<file path="src/rtl/crc_stream_engine.sv">
// Sequential CRC engine: folds one byte lane per clock from a strobed word
// stream and emits the finalised CRC on the frame's last beat.
module crc_stream_engine #(
  parameter int unsigned CRC_WIDTH  = 32,
  parameter logic [63:0] POLY       = 64'h0000_0000_04C1_1DB7,
  parameter logic [63:0] INIT       = 64'h0000_0000_FFFF_FFFF,
  parameter logic [63:0] XOROUT     = 64'h0000_0000_FFFF_FFFF,
  parameter bit          REFIN      = 1'b1,
  parameter bit          REFOUT     = 1'b1,
  parameter int unsigned DATA_WIDTH = 32
) (
  input  logic                    clk_i,
  input  logic                    rst_i,
  input  logic                    clr_i,
  input  logic                    valid_i,
  output logic                    ready_o,
  input  logic [DATA_WIDTH-1:0]   data_i,
  input  logic [DATA_WIDTH/8-1:0] strb_i,
  input  logic                    last_i,
  output logic [CRC_WIDTH-1:0]    crc_o,
  output logic                    crc_valid_o,
  output logic                    busy_o
);

  localparam int unsigned NLANES = DATA_WIDTH / 8;
  localparam int unsigned LW     = (NLANES > 1) ? $clog2(NLANES) : 1;

  localparam logic [CRC_WIDTH-1:0] POLY_T   = POLY[CRC_WIDTH-1:0];
  localparam logic [CRC_WIDTH-1:0] INIT_T   = INIT[CRC_WIDTH-1:0];
  localparam logic [CRC_WIDTH-1:0] XOROUT_T = XOROUT[CRC_WIDTH-1:0];
  localparam logic [LW-1:0]        LANE_LAST = LW'(NLANES - 1);

  typedef enum logic {IDLE, CALC} state_t;

  state_t                state, state_nxt;
  logic [CRC_WIDTH-1:0]  crc_state, crc_nxt, crc_fold;
  logic [DATA_WIDTH-1:0] data_q;
  logic [NLANES-1:0]     strb_q;
  logic                  last_q;
  logic [LW-1:0]         lane_q;
  logic [7:0]            lane_byte;
  logic                  fin_en;

  function automatic logic [7:0] bitrev8(input logic [7:0] b);
    logic [7:0] r;
    for (int unsigned i = 0; i < 8; i++) r[i] = b[7-i];
    return r;
  endfunction

  function automatic logic [CRC_WIDTH-1:0] bitrev_w(input logic [CRC_WIDTH-1:0] s);
    logic [CRC_WIDTH-1:0] r;
    for (int unsigned i = 0; i < CRC_WIDTH; i++) r[i] = s[CRC_WIDTH-1-i];
    return r;
  endfunction

  // MSB-first byte fold: align the byte under the top of the state, then shift 8 times
  function automatic logic [CRC_WIDTH-1:0] fold_byte(input logic [CRC_WIDTH-1:0] s_in,
                                                     input logic [7:0] b);
    logic [CRC_WIDTH-1:0] s;
    logic [CRC_WIDTH-1:0] bx;
    bx = '0;
    bx[CRC_WIDTH-1 -: 8] = b;
    s = s_in ^ bx;
    for (int unsigned i = 0; i < 8; i++)
      s = s[CRC_WIDTH-1] ? ((s << 1) ^ POLY_T) : (s << 1);
    return s;
  endfunction

  function automatic logic [CRC_WIDTH-1:0] finalise(input logic [CRC_WIDTH-1:0] s);
    return (REFOUT ? bitrev_w(s) : s) ^ XOROUT_T;
  endfunction

  // ready is also held low while reset is asserted, even once the state has settled to IDLE
  assign ready_o = (state == IDLE) && !rst_i;
  assign busy_o  = (state == CALC);

  // next-state, running-CRC update and finalise strobe
  always_comb begin
    state_nxt = state;
    crc_nxt   = crc_state;
    fin_en    = 1'b0;
    lane_byte = data_q[8*lane_q +: 8];
    crc_fold  = crc_state;
    if (strb_q[lane_q])
      crc_fold = fold_byte(crc_state, REFIN ? bitrev8(lane_byte) : lane_byte);
    case (state)
      IDLE: begin
        if (clr_i)   crc_nxt   = INIT_T;
        if (valid_i) state_nxt = CALC;
      end
      CALC: begin
        crc_nxt = crc_fold;
        if (lane_q == LANE_LAST) begin
          state_nxt = IDLE;
          if (last_q) begin
            crc_nxt = INIT_T;
            fin_en  = 1'b1;
          end
        end
      end
      default: state_nxt = IDLE;
    endcase
  end

  // FSM state register
  always_ff @(posedge clk_i) begin
    if (rst_i) state <= IDLE;
    else       state <= state_nxt;
  end

  // datapath: running state, latched beat, lane counter and registered result
  always_ff @(posedge clk_i) begin
    if (rst_i) begin
      crc_state   <= INIT_T;
      crc_o       <= '0;
      crc_valid_o <= 1'b0;
      data_q      <= '0;
      strb_q      <= '0;
      last_q      <= 1'b0;
      lane_q      <= '0;
    end else begin
      crc_state   <= crc_nxt;
      crc_valid_o <= fin_en;
      if (fin_en) crc_o <= finalise(crc_fold);
      if (state == IDLE && valid_i) begin
        data_q <= data_i;
        strb_q <= strb_i;
        last_q <= last_i;
        lane_q <= '0;
      end else if (state == CALC) begin
        lane_q <= lane_q + 1'b1;
      end
    end
  end

endmodule

</file>
<file path="config.mk">
export PLATFORM = sky130hd
export DESIGN_NAME = crc_stream_engine
export DESIGN_NICKNAME = d
export VERILOG_FILES = /design/src/rtl/crc_stream_engine.sv
export SDC_FILE = /design/constraint.sdc
export NUM_CORES = 1
export LEC_CHECK = 0
export CELL_PAD_IN_SITES_DETAIL_PLACEMENT = 0
export CELL_PAD_IN_SITES_GLOBAL_PLACEMENT = 2
export CORE_MARGIN = 8
export CORE_UTILIZATION = 33
export CTS_CLUSTER_DIAMETER = 60
export DETAILED_ROUTE_END_ITERATION = 7
export PLACE_DENSITY_LB_ADDON = 0.1
export SLEW_MARGIN = 20
export SYNTH_ARGS = -nofsm -noshare
export SYNTH_HDL_FRONTEND = slang
export SYNTH_SLANG_ARGS = --single-unit
</file>
<file path="constraint.sdc">
create_clock -name clk_i -period 3.9 [get_ports clk_i]
set_clock_uncertainty 0.15 [all_clocks]
set_input_delay 0.585 -clock clk_i [delete_from_list [all_inputs] [get_ports clk_i]]
set_output_delay 0.585 -clock clk_i [all_outputs]
set_load 0.02 [all_outputs]
</file>
==> out/qor.txt <==
Worst Setup End Kind: flip-flop
Final HPWL DP: 10,200 um
Post-Route WL: 14,200 um
Post-CTS sizing: 0
Worst Path Required: 4.01 ns
Clock share of power: 38.1%
CTS clk-pin slew, worst paths: 0.07 ns
Final setup fails: 0
CTS Sinks: 105
Flop pwr share: 40.3%
Slew margin rel.: 49.1%
Vias in the first global route: 4,123
Fillers: 1,519
YS warnings: 0
IO Port Bufs: 75
VDD IR max: 0.248 mV
Area delta synth->final: 25.6%
Area contributors post-synth: dfxtp_1 42%, nand2_1 11%, a21oi_1 6.5%, xnor2_1 6.3%, xor2_1 3.3%
Critical path class: reg2reg
Top post-synthesis cells by count: 145 x nand2_1, 105 x dfxtp_1, 65 x a21oi_1
Cells after synthesis: 560
HP Class: reg2reg
Outcome: finished, final reports clean
Share of cells above drive strength 1: 8.63%
Sequential area share after synthesis: 41.9%
Routability-driven placement congestion ratio: 0.845
CTS tree: built
Hold Violations, Final: 0
Combinational share of power: 21.6%
Worst EP arrival: 3.24 ns
Setup repair bufs after CTS: 0
Drt first pass iters: 4
Synth Cell Area: 0.00502 mm2
Avg Cell Area, Syn: 8.96 um2
First-pass GRT wire length: 22,800 um
Initial Utilization: 33.4%
#FFs+latches synth: 105
Busiest grt layer: met2
Avg WL per Cell: 17.4 um
Fmax: 319 MHz
Drt via density: 4.90
Post-route minimum period: 3.13 ns
Power Dens Cells: 448 mW/mm2
Num CTS Buffers: 9
CTS root buffer: clkbuf_16
Met2 Use GR: 25.2%
Antenna viol nets, final: 0
Pwr Total: 2820 uW
First DRT Iteration DRCs: 208
GRT overflow: 0
Fin Setup TNS: 0 ns
Crit Path Max Fanout: 7
DR vias: 3,985
GRT met1 Usage: 18.2%
CTS H-tree depth: 3
Worst-case clock buffer depth: 2
Met3 usage: 2.87%
Post-synth EDFFs: 0
DRC viols: 0
Antenna diodes: 0
Int Power: 2030 uW
Clk_lat worst skew: 0.36 ns
Share of flip-flops with an asynchronous set or reset: 0%
Max-capacitance violation count: 0
Final nets: 663
Core ar.: 0.0150 mm2
RSZ-0062 raised after global routing: no
Top cell type's share of synthesized area: 41.9%
Least-Margin Pin Slew: 0.763 ns
Main flop type after synthesis: dfxtp_1
Sw Share: 28.1%
Hold-fix buffers, CTS: 0
Total GRT Usage: 14.9%
Leak: 0.00226 uW
Initial antenna violation count: 0
Count leader, synth: nand2_1
Final worst path period share: 80.4%
Area leader, netlist: dfxtp_1
FP Rows: 45
Synth cell types: 50
# IOs: 76
Fin. max-slew vios: 0
Worst Setup Start Kind: flip-flop
Chip width: 139 um
Largest net degree at the start of global routing: 46
R2r setup slk: 0.77 ns
P_sw: 793 uW
Full die area: 0.0194 mm2
Die Ht: 139 um
Net count after synthesis: 602
flip-flops by register name, summed over array words and instances, names as in the netlist:
register     cells
busy_o           1
last_q           1
strb_q           4
crc_state       32
crc_valid_o      1
crc_o           32
lane_q           2
data_q          32
metal layers:
layer | part of all wire, % | up-vias
met1 | 46 | 1869
li1 | - | 2020
met3 | 4.1 | 14
met4 | 1.9 | 0
met5 | 0 | -
met2 | 48 | 82
stage by stage:
| stage | cell area, um2 | utilization [%] | hold slack [ns] | instances | worst slack (ns) |
|---|---|---|---|---|---|
| 2_1_floorplan | 5020 | - | 0.282 | 560 | 1.08 |
| 3_3_place_gp | 5950 | 39.6 | 0.294 | 798 | 0.789 |
| 3_5_place_dp | 5950 | 39.6 | 0.297 | 798 | 0.726 |
| 6_report | 6300 | 41.9 | 0.306 | 814 | 0.766 |
| 5_1_grt | 6300 | 41.9 | 0.320 | 814 | 0.537 |
| 4_1_cts | 6300 | 41.9 | 0.308 | 814 | 0.712 |
worst max-delay path: stages, from the launching register on:
cell     delay, ns
dfxtp_1       0.49
buf_4         0.24
mux4_1        0.63
xor2_1        0.41
xnor3_1       0.37
xor2_1        0.20
xnor2_1       0.27
o31ai_1       0.11
and2_1        0.16
area by class of cell:
cell class | instances | area, um2 | area share (%)
inverters | 2 | 7.51 | 0.119
clock inverters | 6 | 115 | 1.83
flip-flops and latches | 105 | 2100 | 33.3
clock buffers | 10 | 239 | 3.79
well taps | 188 | 235 | 3.73
multi-input cells | 413 | 2750 | 43.6
repair buffers | 90 | 858 | 13.6
cell families (layout without fill, tap and decap cells):
kind of cell / Yosys count / count (layout) / synth area share, %
simple gates: 200 / 200 / 15.9
compound gates: 120 / 120 / 15.1
flops: 105 / 105 / 41.9
mux: 21 / 21 / 6.51
xor+xnor: 71 / 71 / 17.0
fa+ha+maj: 1 / 1 / 0.249
buf+inv: 42 / 108 / 3.42
power groups by stage:
stage,logic (uW),registers (uW),clock network (uW)
finish,609,1140,1080
global placement,613,1160,0
CTS,616,1140,1110
global route,661,1140,1140
detailed placement,614,1160,0
floorplan,450,1150,0
placed cells by master, fill, tap and decap left out, types with 2 or more instances in the layout:
cell type / netlist / routed
a32o_1: 3 / 3
o22ai_1: 13 / 13
dfxtp_1: 105 / 105
xnor2_2: 3 / 3
and2_1: 3 / 3
xnor3_1: 4 / 4
xor2_1: 19 / 19
clkdlybuf4s50_1: 0 / 74
a21oi_1: 65 / 65
nor2_1: 32 / 32
o31a_1: 4 / 4
or2_2: 2 / 2
mux4_2: 4 / 4
nor3_1: 7 / 7
o2bb2ai_1: 10 / 10
nand3_1: 2 / 2
nand2b_1: 4 / 4
inv_1: 2 / 2
o32a_1: 4 / 4
clkbuf_16: 0 / 9
o21ai_0: 4 / 4
xnor2_4: 6 / 6
o311a_1: 2 / 2
and3_1: 2 / 2
clkinv_4: 0 / 2
mux2i_1: 12 / 12
nand2_1: 145 / 145
bufinv_16: 0 / 3
buf_4: 0 / 15
xnor2_1: 36 / 36
mux4_1: 4 / 4
a22oi_1: 5 / 5
path summary, 6_finish.rpt:
kind | from | end | depth (start not counted)
worst max register to register | lane_q[0]$_SDFFE_PP0P_ | crc_o[26]$_SDFFE_PP0P_ | 8
worst max-delay path | lane_q[0]$_SDFFE_PP0P_ | crc_o[26]$_SDFFE_PP0P_ | 8
worst min-delay path | crc_o[10]$_SDFFE_PP0P_ | crc_o[10]$_SDFFE_PP0P_ | 2
worst min register to register | crc_o[10]$_SDFFE_PP0P_ | crc_o[10]$_SDFFE_PP0P_ | 2
(Power assumes the default switching activity.)
